### src/rtl/bank_access_sequencer_pkg.sv
// Shared eDRAM definitions: bank geometry, sequencer state encoding and default
// timing, shared between the access sequencer and the power management unit.
package bank_access_sequencer_pkg;

    localparam int unsigned NUM_BANKS           = 16;
    localparam int unsigned BANK_W              = 4;
    localparam int unsigned WAKE_CNT_W          = 10;
    localparam int unsigned ACC_CNT_W           = 4;
    localparam int unsigned T_ACCESS_CYCLES_DEF = 4;
    localparam int unsigned T_WAKE_TIMEOUT_DEF  = 1023;

    typedef enum logic [1:0] {
        ST_IDLE,
        ST_WAKE,
        ST_ACCESS,
        ST_DONE
    } seq_state_t;

endpackage

### src/rtl/bank_access_sequencer_if.sv
// Host request/response channel of the bank access sequencer.
interface bank_access_sequencer_if #(
    parameter int unsigned ADDR_W = 14
);

    logic              req_valid;
    logic              req_ready;
    logic [ADDR_W-1:0] req_addr;
    logic              req_we;
    logic              rsp_valid;
    logic              rsp_err;

    modport master (
        output req_valid, req_addr, req_we,
        input  req_ready, rsp_valid, rsp_err
    );

    modport slave (
        input  req_valid, req_addr, req_we,
        output req_ready, rsp_valid, rsp_err
    );

endinterface

### src/rtl/bank_access_sequencer.sv
// Sequences a single host access into one eDRAM bank: wakes the bank through the
// power manager, drives the array command window and reports completion.
module bank_access_sequencer
    import bank_access_sequencer_pkg::*;
#(
    parameter int unsigned ADDR_W          = 14,
    parameter int unsigned T_ACCESS_CYCLES = T_ACCESS_CYCLES_DEF,
    parameter int unsigned T_WAKE_TIMEOUT  = T_WAKE_TIMEOUT_DEF
) (
    input  logic                     clk,
    input  logic                     rst_n,
    bank_access_sequencer_if.slave   host,
    input  logic [NUM_BANKS-1:0]     bank_active_status,
    output logic [NUM_BANKS-1:0]     request_wakeup,
    output logic [NUM_BANKS-1:0]     access_done,
    output logic                     bank_cmd_valid,
    output logic [BANK_W-1:0]        bank_sel,
    output logic [ADDR_W-BANK_W-1:0] bank_row_addr,
    output logic                     bank_cmd_we
);

    localparam int unsigned ROW_W = ADDR_W - BANK_W;
    localparam logic [ACC_CNT_W-1:0]  ACC_LAST  = ACC_CNT_W'(T_ACCESS_CYCLES - 1);
    localparam logic [WAKE_CNT_W-1:0] WAKE_LAST = WAKE_CNT_W'(T_WAKE_TIMEOUT - 1);

    seq_state_t              r_state;
    logic [WAKE_CNT_W-1:0]   r_wake_cnt;
    logic [ACC_CNT_W-1:0]    r_acc_cnt;
    logic                    r_req_ready;
    logic [NUM_BANKS-1:0]    r_wakeup;
    logic [NUM_BANKS-1:0]    r_done;
    logic                    r_cmd_valid;
    logic [BANK_W-1:0]       r_bank_sel;
    logic [ROW_W-1:0]        r_row;
    logic                    r_we;
    logic                    r_rsp_valid;
    logic                    r_rsp_err;

    logic                    w_hs;
    logic                    w_bank_active;
    logic [BANK_W-1:0]       w_req_bank;
    logic [NUM_BANKS-1:0]    w_req_onehot;
    logic [NUM_BANKS-1:0]    w_sel_onehot;

    assign w_hs          = host.req_valid && r_req_ready;
    assign w_bank_active = bank_active_status[r_bank_sel];
    assign w_req_bank    = host.req_addr[ADDR_W-1 -: BANK_W];
    assign w_req_onehot  = NUM_BANKS'(1) << w_req_bank;
    assign w_sel_onehot  = NUM_BANKS'(1) << r_bank_sel;

    // Wake counter compares against TIMEOUT-1 before incrementing, so the error
    // response lands exactly T_WAKE_TIMEOUT cycles after WAKE is entered.
    always_ff @(posedge clk or negedge rst_n) begin
        if (!rst_n) begin
            r_state     <= ST_IDLE;
            r_wake_cnt  <= '0;
            r_acc_cnt   <= '0;
            r_req_ready <= 1'b0;
            r_wakeup    <= '0;
            r_done      <= '0;
            r_cmd_valid <= 1'b0;
            r_bank_sel  <= '0;
            r_row       <= '0;
            r_we        <= 1'b0;
            r_rsp_valid <= 1'b0;
            r_rsp_err   <= 1'b0;
        end else begin
            r_rsp_valid <= 1'b0;
            r_rsp_err   <= 1'b0;
            r_done      <= '0;
            case (r_state)
                ST_IDLE: begin
                    if (w_hs) begin
                        r_state     <= ST_WAKE;
                        r_req_ready <= 1'b0;
                        r_bank_sel  <= w_req_bank;
                        r_row       <= host.req_addr[ROW_W-1:0];
                        r_we        <= host.req_we;
                        r_wake_cnt  <= '0;
                        r_wakeup    <= w_req_onehot;
                    end else begin
                        r_req_ready <= 1'b1;
                    end
                end
                ST_WAKE: begin
                    if (w_bank_active) begin
                        r_state     <= ST_ACCESS;
                        r_acc_cnt   <= '0;
                        r_cmd_valid <= 1'b1;
                    end else if (r_wake_cnt == WAKE_LAST) begin
                        r_state     <= ST_IDLE;
                        r_req_ready <= 1'b1;
                        r_wakeup    <= '0;
                        r_rsp_valid <= 1'b1;
                        r_rsp_err   <= 1'b1;
                    end else if (r_wake_cnt != '1) begin
                        r_wake_cnt <= r_wake_cnt + 1'b1;
                    end
                end
                ST_ACCESS: begin
                    if (!w_bank_active) begin
                        r_state     <= ST_IDLE;
                        r_req_ready <= 1'b1;
                        r_cmd_valid <= 1'b0;
                        r_wakeup    <= '0;
                        r_rsp_valid <= 1'b1;
                        r_rsp_err   <= 1'b1;
                    end else if (r_acc_cnt == ACC_LAST) begin
                        r_state     <= ST_DONE;
                        r_cmd_valid <= 1'b0;
                        r_wakeup    <= '0;
                        r_done      <= w_sel_onehot;
                        r_rsp_valid <= 1'b1;
                    end else begin
                        r_acc_cnt <= r_acc_cnt + 1'b1;
                    end
                end
                ST_DONE: begin
                    r_state     <= ST_IDLE;
                    r_req_ready <= 1'b1;
                end
                default: begin
                    r_state     <= ST_IDLE;
                    r_req_ready <= 1'b0;
                end
            endcase
        end
    end

    assign host.req_ready = r_req_ready;
    assign host.rsp_valid = r_rsp_valid;
    assign host.rsp_err   = r_rsp_err;
    assign request_wakeup = r_wakeup;
    assign access_done    = r_done;
    assign bank_cmd_valid = r_cmd_valid;
    assign bank_sel       = r_bank_sel;
    assign bank_row_addr  = r_row;
    assign bank_cmd_we    = r_we;

endmodule

### src/flat_wrapper.sv
// flat-port wrapper written by rule: the top's interface ports become plain ports
module bank_access_sequencer_flat import bank_access_sequencer_pkg::*;
#(
    parameter int unsigned ADDR_W          = 14,
    parameter int unsigned T_ACCESS_CYCLES = T_ACCESS_CYCLES_DEF,
    parameter int unsigned T_WAKE_TIMEOUT  = T_WAKE_TIMEOUT_DEF
)
  (clk, rst_n, bank_active_status, request_wakeup, access_done, bank_cmd_valid, bank_sel, bank_row_addr, bank_cmd_we, host_req_valid, host_req_addr, host_req_we, host_req_ready, host_rsp_valid, host_rsp_err);
  bank_access_sequencer_if #(.ADDR_W(ADDR_W)) host_i ();
  input  logic clk;
  input  logic rst_n;
  input  logic [NUM_BANKS-1:0] bank_active_status;
  output logic [NUM_BANKS-1:0] request_wakeup;
  output logic [NUM_BANKS-1:0] access_done;
  output logic bank_cmd_valid;
  output logic [BANK_W-1:0] bank_sel;
  output logic [ADDR_W-BANK_W-1:0] bank_row_addr;
  output logic bank_cmd_we;
  input wire logic [$bits(host_i.req_valid)-1:0] host_req_valid;
  input wire logic [$bits(host_i.req_addr)-1:0] host_req_addr;
  input wire logic [$bits(host_i.req_we)-1:0] host_req_we;
  output wire logic [$bits(host_i.req_ready)-1:0] host_req_ready;
  output wire logic [$bits(host_i.rsp_valid)-1:0] host_rsp_valid;
  output wire logic [$bits(host_i.rsp_err)-1:0] host_rsp_err;
  assign host_i.req_valid = host_req_valid;
  assign host_i.req_addr = host_req_addr;
  assign host_i.req_we = host_req_we;
  assign host_req_ready = host_i.req_ready;
  assign host_rsp_valid = host_i.rsp_valid;
  assign host_rsp_err = host_i.rsp_err;
  bank_access_sequencer #(.ADDR_W(ADDR_W), .T_ACCESS_CYCLES(T_ACCESS_CYCLES), .T_WAKE_TIMEOUT(T_WAKE_TIMEOUT)) u_core (.clk(clk), .rst_n(rst_n), .host(host_i), .bank_active_status(bank_active_status), .request_wakeup(request_wakeup), .access_done(access_done), .bank_cmd_valid(bank_cmd_valid), .bank_sel(bank_sel), .bank_row_addr(bank_row_addr), .bank_cmd_we(bank_cmd_we));
endmodule
### config.mk
export PLATFORM = sky130hd
export DESIGN_NAME = bank_access_sequencer_flat
export DESIGN_NICKNAME = d
export VERILOG_FILES = /design/src/rtl/bank_access_sequencer_pkg.sv /design/src/rtl/bank_access_sequencer_if.sv /design/src/rtl/bank_access_sequencer.sv /design/src/flat_wrapper.sv
export SDC_FILE = /design/constraint.sdc
export NUM_CORES = 1
export LEC_CHECK = 0
export ABC_AREA = 1
export CAP_MARGIN = 20
export CORE_ASPECT_RATIO = 1.25
export CORE_MARGIN = 1.5
export CORE_UTILIZATION = 35
export CTS_CLUSTER_DIAMETER = 60
export DETAILED_ROUTE_END_ITERATION = 6
export PLACE_DENSITY = 0.67
export SLEW_MARGIN = 30
export SYNTH_ARGS = -nofsm -noshare
export SYNTH_HDL_FRONTEND = slang
export SYNTH_SLANG_ARGS = --single-unit
### constraint.sdc
create_clock -name clk -period 2 [get_ports clk]
set_clock_uncertainty 0.1 [all_clocks]
set_input_delay 0.2 -clock clk [delete_from_list [all_inputs] [get_ports clk]]
set_output_delay 0.2 -clock clk [all_outputs]
set_load 0.02 [all_outputs]
======== Word level (Yosys, flattened, before mapping) ========
Cells that the tools add are included.
word-level totals
  flip-flop bits (word level) ............. 67
  latch bits .............................. 0
  bits in writable memories ............... 0
  ROM bits ................................ 0
  output and inout port bits .............. 51
  word-level logic and storage cells ...... 88
  memories kept ........................... 0
operators by class
  add/subtract/negate cells ............... 2
  multipliers ............................. 0
  divide/modulo/power cells ............... 0
  magnitude comparators ................... 1
  eq/ne operators ......................... 17
  shifts and indexed selects .............. 2
  muxes and demuxes ....................... 42
  bitwise gates (word level) .............. 0
  reductions and logical operators ........ 12
operators with widths
  cell                   count
  $mux 16                8
  $pmux 16 s3            1
  $mux 10                4
  $shl 1x4->16 const A   2
  $pmux 10 s2            1
  $mux 1                 13
  $mux 4                 3
  $add 10x1->10 const B  1
  $eq 10x10->1 const B   1
  $mux 2                 5
  $ne 10x10->1 const B   1
  $ne 2x1->1 const B     5
  $reduce_and 5->1       2
  $reduce_and 3->1       3
  $ne 2x2->1 const B     4
  $pmux 2 s4             1
  $pmux 4 s2             1
  $pmux 1 s2             3
  $lt 4x5->1 const B     1
  $add 4x1->4 const B    1
  $bmux 1 s4             1
  $eq 2x2->1 const B     2
  $eq 4x2->1 const B     1
  $pmux 1 s4             1
  other kinds (9)        10

======== Logic depth before layout (Yosys ltp) ========
  depth in word-level cells ............... 5
  depth in mapped cells ................... 12
  depth with buffers taken out ............ 12

======== Worst setup path before layout ========
OpenSTA, ideal clock, no wires.
  kind .................................... register to register
  from .................................... register u_core.r_bank_sel[2] (netlist: u_core.bank_sel[2])
  to ...................................... register u_core.r_wakeup[10] (netlist: u_core.request_wakeup[10])
  setup time .............................. 0.117 ns
  arrival ................................. 1.583 ns
  required time ........................... 1.783 ns
  setup slack ............................. 0.200 ns
  stages on the path, launching flop included .. 11
  period minus slack after synthesis ...... 1.800 ns
  path through ............................ dfrtp_1 > buf_4 > inv_2 > nand3_2 > nand3_4 > nand2_8 > nand2_4 > nand4_4 > buf_4 > nand2_1 > nand2_1
on the way
  longest elaborated chain between the ends .. 4
  elaborated cells between the ends (all ways) .. 7
  those cells by class .................... eq/ne: 2; mux: 4; reduce/logical: 1
RTL lines
  element                                                           RTL line                     text
  start: declaration                                                bank_access_sequencer.sv:33  logic [BANK_W-1:0] r_bank_sel;
  start signal: assignment                                          bank_access_sequencer.sv:76  r_bank_sel <= w_req_bank;
  $bmux 1 s4 *                                                      bank_access_sequencer.sv:46  assign w_bank_active = bank_active_status[r_bank_sel];
  $mux 1 (not written as such) *                                    bank_access_sequencer.sv:46
  $ne 3x3->1 (no source line), or another cell as far along         -
  $reduce_and 5->1 (no source line) or $pmux 16 s3 (tied branches)  -
  end signal: assignment                                            bank_access_sequencer.sv:80  r_wakeup <= w_req_onehot;
  end: declaration                                                  bank_access_sequencer.sv:30  logic [NUM_BANKS-1:0] r_wakeup;
Every way passes the cells marked *; elsewhere a longest branch is shown, timed or not. The select of a mux whose other input is x is not followed.
A chain may end at the register's enable or synchronous reset.

======== Worst setup path after layout ========
  from .................................... register u_core.r_bank_sel[1] (netlist: u_core.bank_sel[1])
  to ...................................... output port bank_sel[1]
RTL lines
  element           RTL line            text
  end: declaration  flat_wrapper.sv:16  output logic [BANK_W-1:0] bank_sel;
No word-level cell between the ends.

==> out/results.txt <==
Endpoints failing hold: 0
Die Wd: 92.6 um
Peak Freq: 0.532 GHz
Total grt overflow: 0
Register bit total from synthesis: 67
DR vias: 2,947
Worst skew pair latency: 0.33 ns
Least-Margin Pin Slew: 0.492 ns
Clock share of power: 25.8%
DRC viols: 0
Die Area: 10,600 um^2
Layout Nets: 529
Syn Area/Cell: 9.07 um^2
Vias in the first global route: 2,890
CTS root buf: clkbuf_16
Clock slew at reported path FFs: 0.06 ns
Final setup viols: 0
Site Rows: 40
Adder-cell share of the synthesized area: 2.85%
Switching power total: 2.78 mW
Kind of critical path: register to output port
Area post-placement: 4550 um^2
Crit-path max cell delay: 0.62 ns
Tcrit/Tclk final: 94.0%
Synth Cell Area: 3510 um^2
CTS buffer count: 9
Post-synthesis mux area share: 3.53%
Sequential cell area fraction in the yosys report: 47.8%
Layout cells sized above 1: 19.1%
Syn. warnings: 0
R2r setup slk: 0.18 ns
DR iter-0 viols: 166
RePlAce Congestion: 0.886
Antenna diodes: 0
First-pass GRT wire length: 12.9 mm
Leak: 2.31 nW
Rel. slew slack: 67.2%
Max-cap viol count: 0
Fin crit period: 1.88 ns
Wire per inst: 12.9 um
Max Slew Vio Count: 0
Post-route ant nets: 0
I/O pins: 85
CTS Sinks: 67
Crit start category: register
Starting Density: 36.3%
Largest family of logic cells by synthesized area: simple AND/OR/NAND/NOR gates
Pre-CTS WS: -0.000257 ns
Maximum VDD drop: 632 uV
DR vias/cell: 4.77
Worst Setup Slack, final: 0.120 ns
Post-Synth XOR/XNOR Area: 1.50%
Critical-path maximum fanout: 7
Wirelength, routed: 7.98 mm
Distinct cells, synth: 36
PwrDens: 1420 nW/um^2
Post-DP HPWL: 5.90 mm
Flop pwr share: 27.3%
Sw frac: 39.3%
WP data required: 1.70 ns
Area grow syn2layout: 41.9%
R2R depth: 12
Overall Global Routing Usage: 15.2%
Internal Pwr Total: 4.31 mW
RSZ-0062 raised after global routing: false
Simple-Gate Fraction of Synth Area: 33.3%
Synth Instances: 387
Core Area: 9660 um^2
Slowest-stage cell, CP: clkdlybuf4s50_1
H-Tree Depth: 3
Finished Cell Area: 4980 um^2
Status: completed
Synth Area in Compound Gates: 5.24%
CTS tree: built
Die Y: 115 um
Syn_nets: 429
CP endpoint kind: output port
Arrival @ worst endpoint: 1.58 ns
Worst path cell trace: buf_4 -> clkdlybuf4s50_1
Detailed Routing Iterations Pass 1: 5
# port buffers: 84
Initial antenna violation count: 0
R2r startpoint: u_core.bank_sel[0]
Worst hold path type: input pin to async pin
Largest net degree at the start of global routing: 31
Gate power share: 46.9%
Worst R2R End: u_core.r_wake_cnt[4]
CTS max path bufs: 2
-- per-stage QoR --
step | std cells | hold slack [ns] | util, % | setup TNS [ns] | power (mW)
after floorplan | 387 | -0.196 | - | 0 | 4.01
after global placement | 598 | 0.0956 | 47.1 | 0 | 5.02
after detailed placement | 598 | 0.0920 | 47.1 | -0.000451 | 5.09
after CTS | 615 | 0.281 | 50.9 | 0 | 6.96
after global routing | 618 | 0.325 | 51.6 | 0 | 7.52
final | 618 | 0.272 | 51.6 | 0 | 7.09
-- critical path: cells and delay by family (launching register included) --
kind	cells	cell delay, ns
buf+inv	2	0.79
flops	1	0.47
-- flip-flops by register name, indices dropped and copies added (netlist names) --
register and count:
u_core.access_done 16, u_core.bank_cmd_valid 1, u_core.bank_cmd_we 1, u_core.r_acc_cnt 4
u_core.host.req_ready 1, u_core.r_wake_cnt 10, u_core.host.rsp_err 1, u_core.host.rsp_valid 1
u_core.request_wakeup 16, u_core.bank_sel 4, u_core.r_state 2, u_core.bank_row_addr 10
-- per-layer routing --
layer | vias to the layer above | track usage (%) | part of all wire [%]
li1 | 1479 | - | -
met2 | 73 | 27.4 | 51
met1 | 1382 | 17.7 | 43
met4 | 0 | 5.44 | 1.3
met3 | 13 | 3.24 | 4.8
met5 | - | 0 | 0
-- worst max-delay path by stage --
stage / from / to / slack, ns / cells after the start
2_1_floorplan: u_core.bank_sel[2] / u_core.request_wakeup[10] / 0.20 / 10
3_3_place_gp: bank_active_status[0] / u_core.request_wakeup[11] / 0.09 / 11
3_5_place_dp: u_core.bank_sel[0] / u_core.request_wakeup[0] / -0.0003 / 11
4_1_cts: u_core.bank_sel[0] / u_core.request_wakeup[2] / 0.08 / 11
5_1_grt: u_core.r_wake_cnt[0] / u_core.r_wake_cnt[5] / 0.002 / 10
6_report: u_core.bank_sel[1] / bank_sel[1] / 0.12 / 2
-- kinds of logic after synthesis --
group           count (synthesis)
compound gates                 33
xor+xnor                        6
fa+ha+maj                       8
buf+inv                        41
flops                          67
mux                            11
simple gates                  221
-- synth_stat cells (all sizes together) --
cell type,instances,area (um^2)
a21oi,9,60.1
dfrtp,67,1680
nand2,117,490
or3,1,6.26
nor2,38,176
nor3,11,100
nand4,20,140
buf,11,92.6
xor2,6,52.6
nand3,26,200
or2,5,31.3
inv,26,97.6
clkinv,1,3.75
clkbuf,3,11.3
mux2,11,124
nand3b,3,22.5
o21ai,24,124
ha,8,100
-- area by class of cell --
type / instances / area [um^2]
fillers: 866 / 4680
flip-flops and latches: 67 / 1680
multi-input cells: 280 / 1660
repair buffers: 102 / 1030
clock buffers: 10 / 239
well taps: 126 / 158
clock inverters: 6 / 113
inverters: 27 / 104
-- placed cells by master, fill, tap and decap left out, types with 3 or more instances in the layout --
cell type        synthesis  routed
inv_2                    8       8
buf_12                   0       4
clkdlybuf4s50_1          0      83
or2_1                    3       3
nand3_1                 15      15
dfrtp_1                 67      66
clkbuf_16                0       9
buf_4                    5      12
nor2_1                  34      34
ha_1                     8       8
inv_1                   18      17
nor3_2                   9       9
o21ai_0                  5       5
nand2_1                110     110
nand4_1                 19      19
nand2_4                  4       3
a21oi_1                  7       6
nand3_2                  9       9
bufinv_16                0       3
o21ai_1                 18      18
xor2_1                   6       6
nand3b_1                 3       3
mux2_2                  11      11
-- timing repair --
item | 4_1_cts | 5_1_grt
hold buffers | 1 | 0
pin swaps | 0 | 2
gates resized for setup | 1 | 6
setup buffers | 0 | 2
endpoints found under the setup margin | 7 | 26
gates cloned | 0 | 1
hold endpoints to repair | 18 | 0
-- power by group through the flow --
stage	combinational, mW	sequential [mW]	clock (mW)
2_1_floorplan	1.80	2.21	0
3_3_place_gp	3.08	1.94	0
3_5_place_dp	3.15	1.95	0
4_1_cts	3.16	1.93	1.87
5_1_grt	3.63	1.98	1.92
6_report	3.32	1.94	1.83
Power figures use the tool's default switching activity.
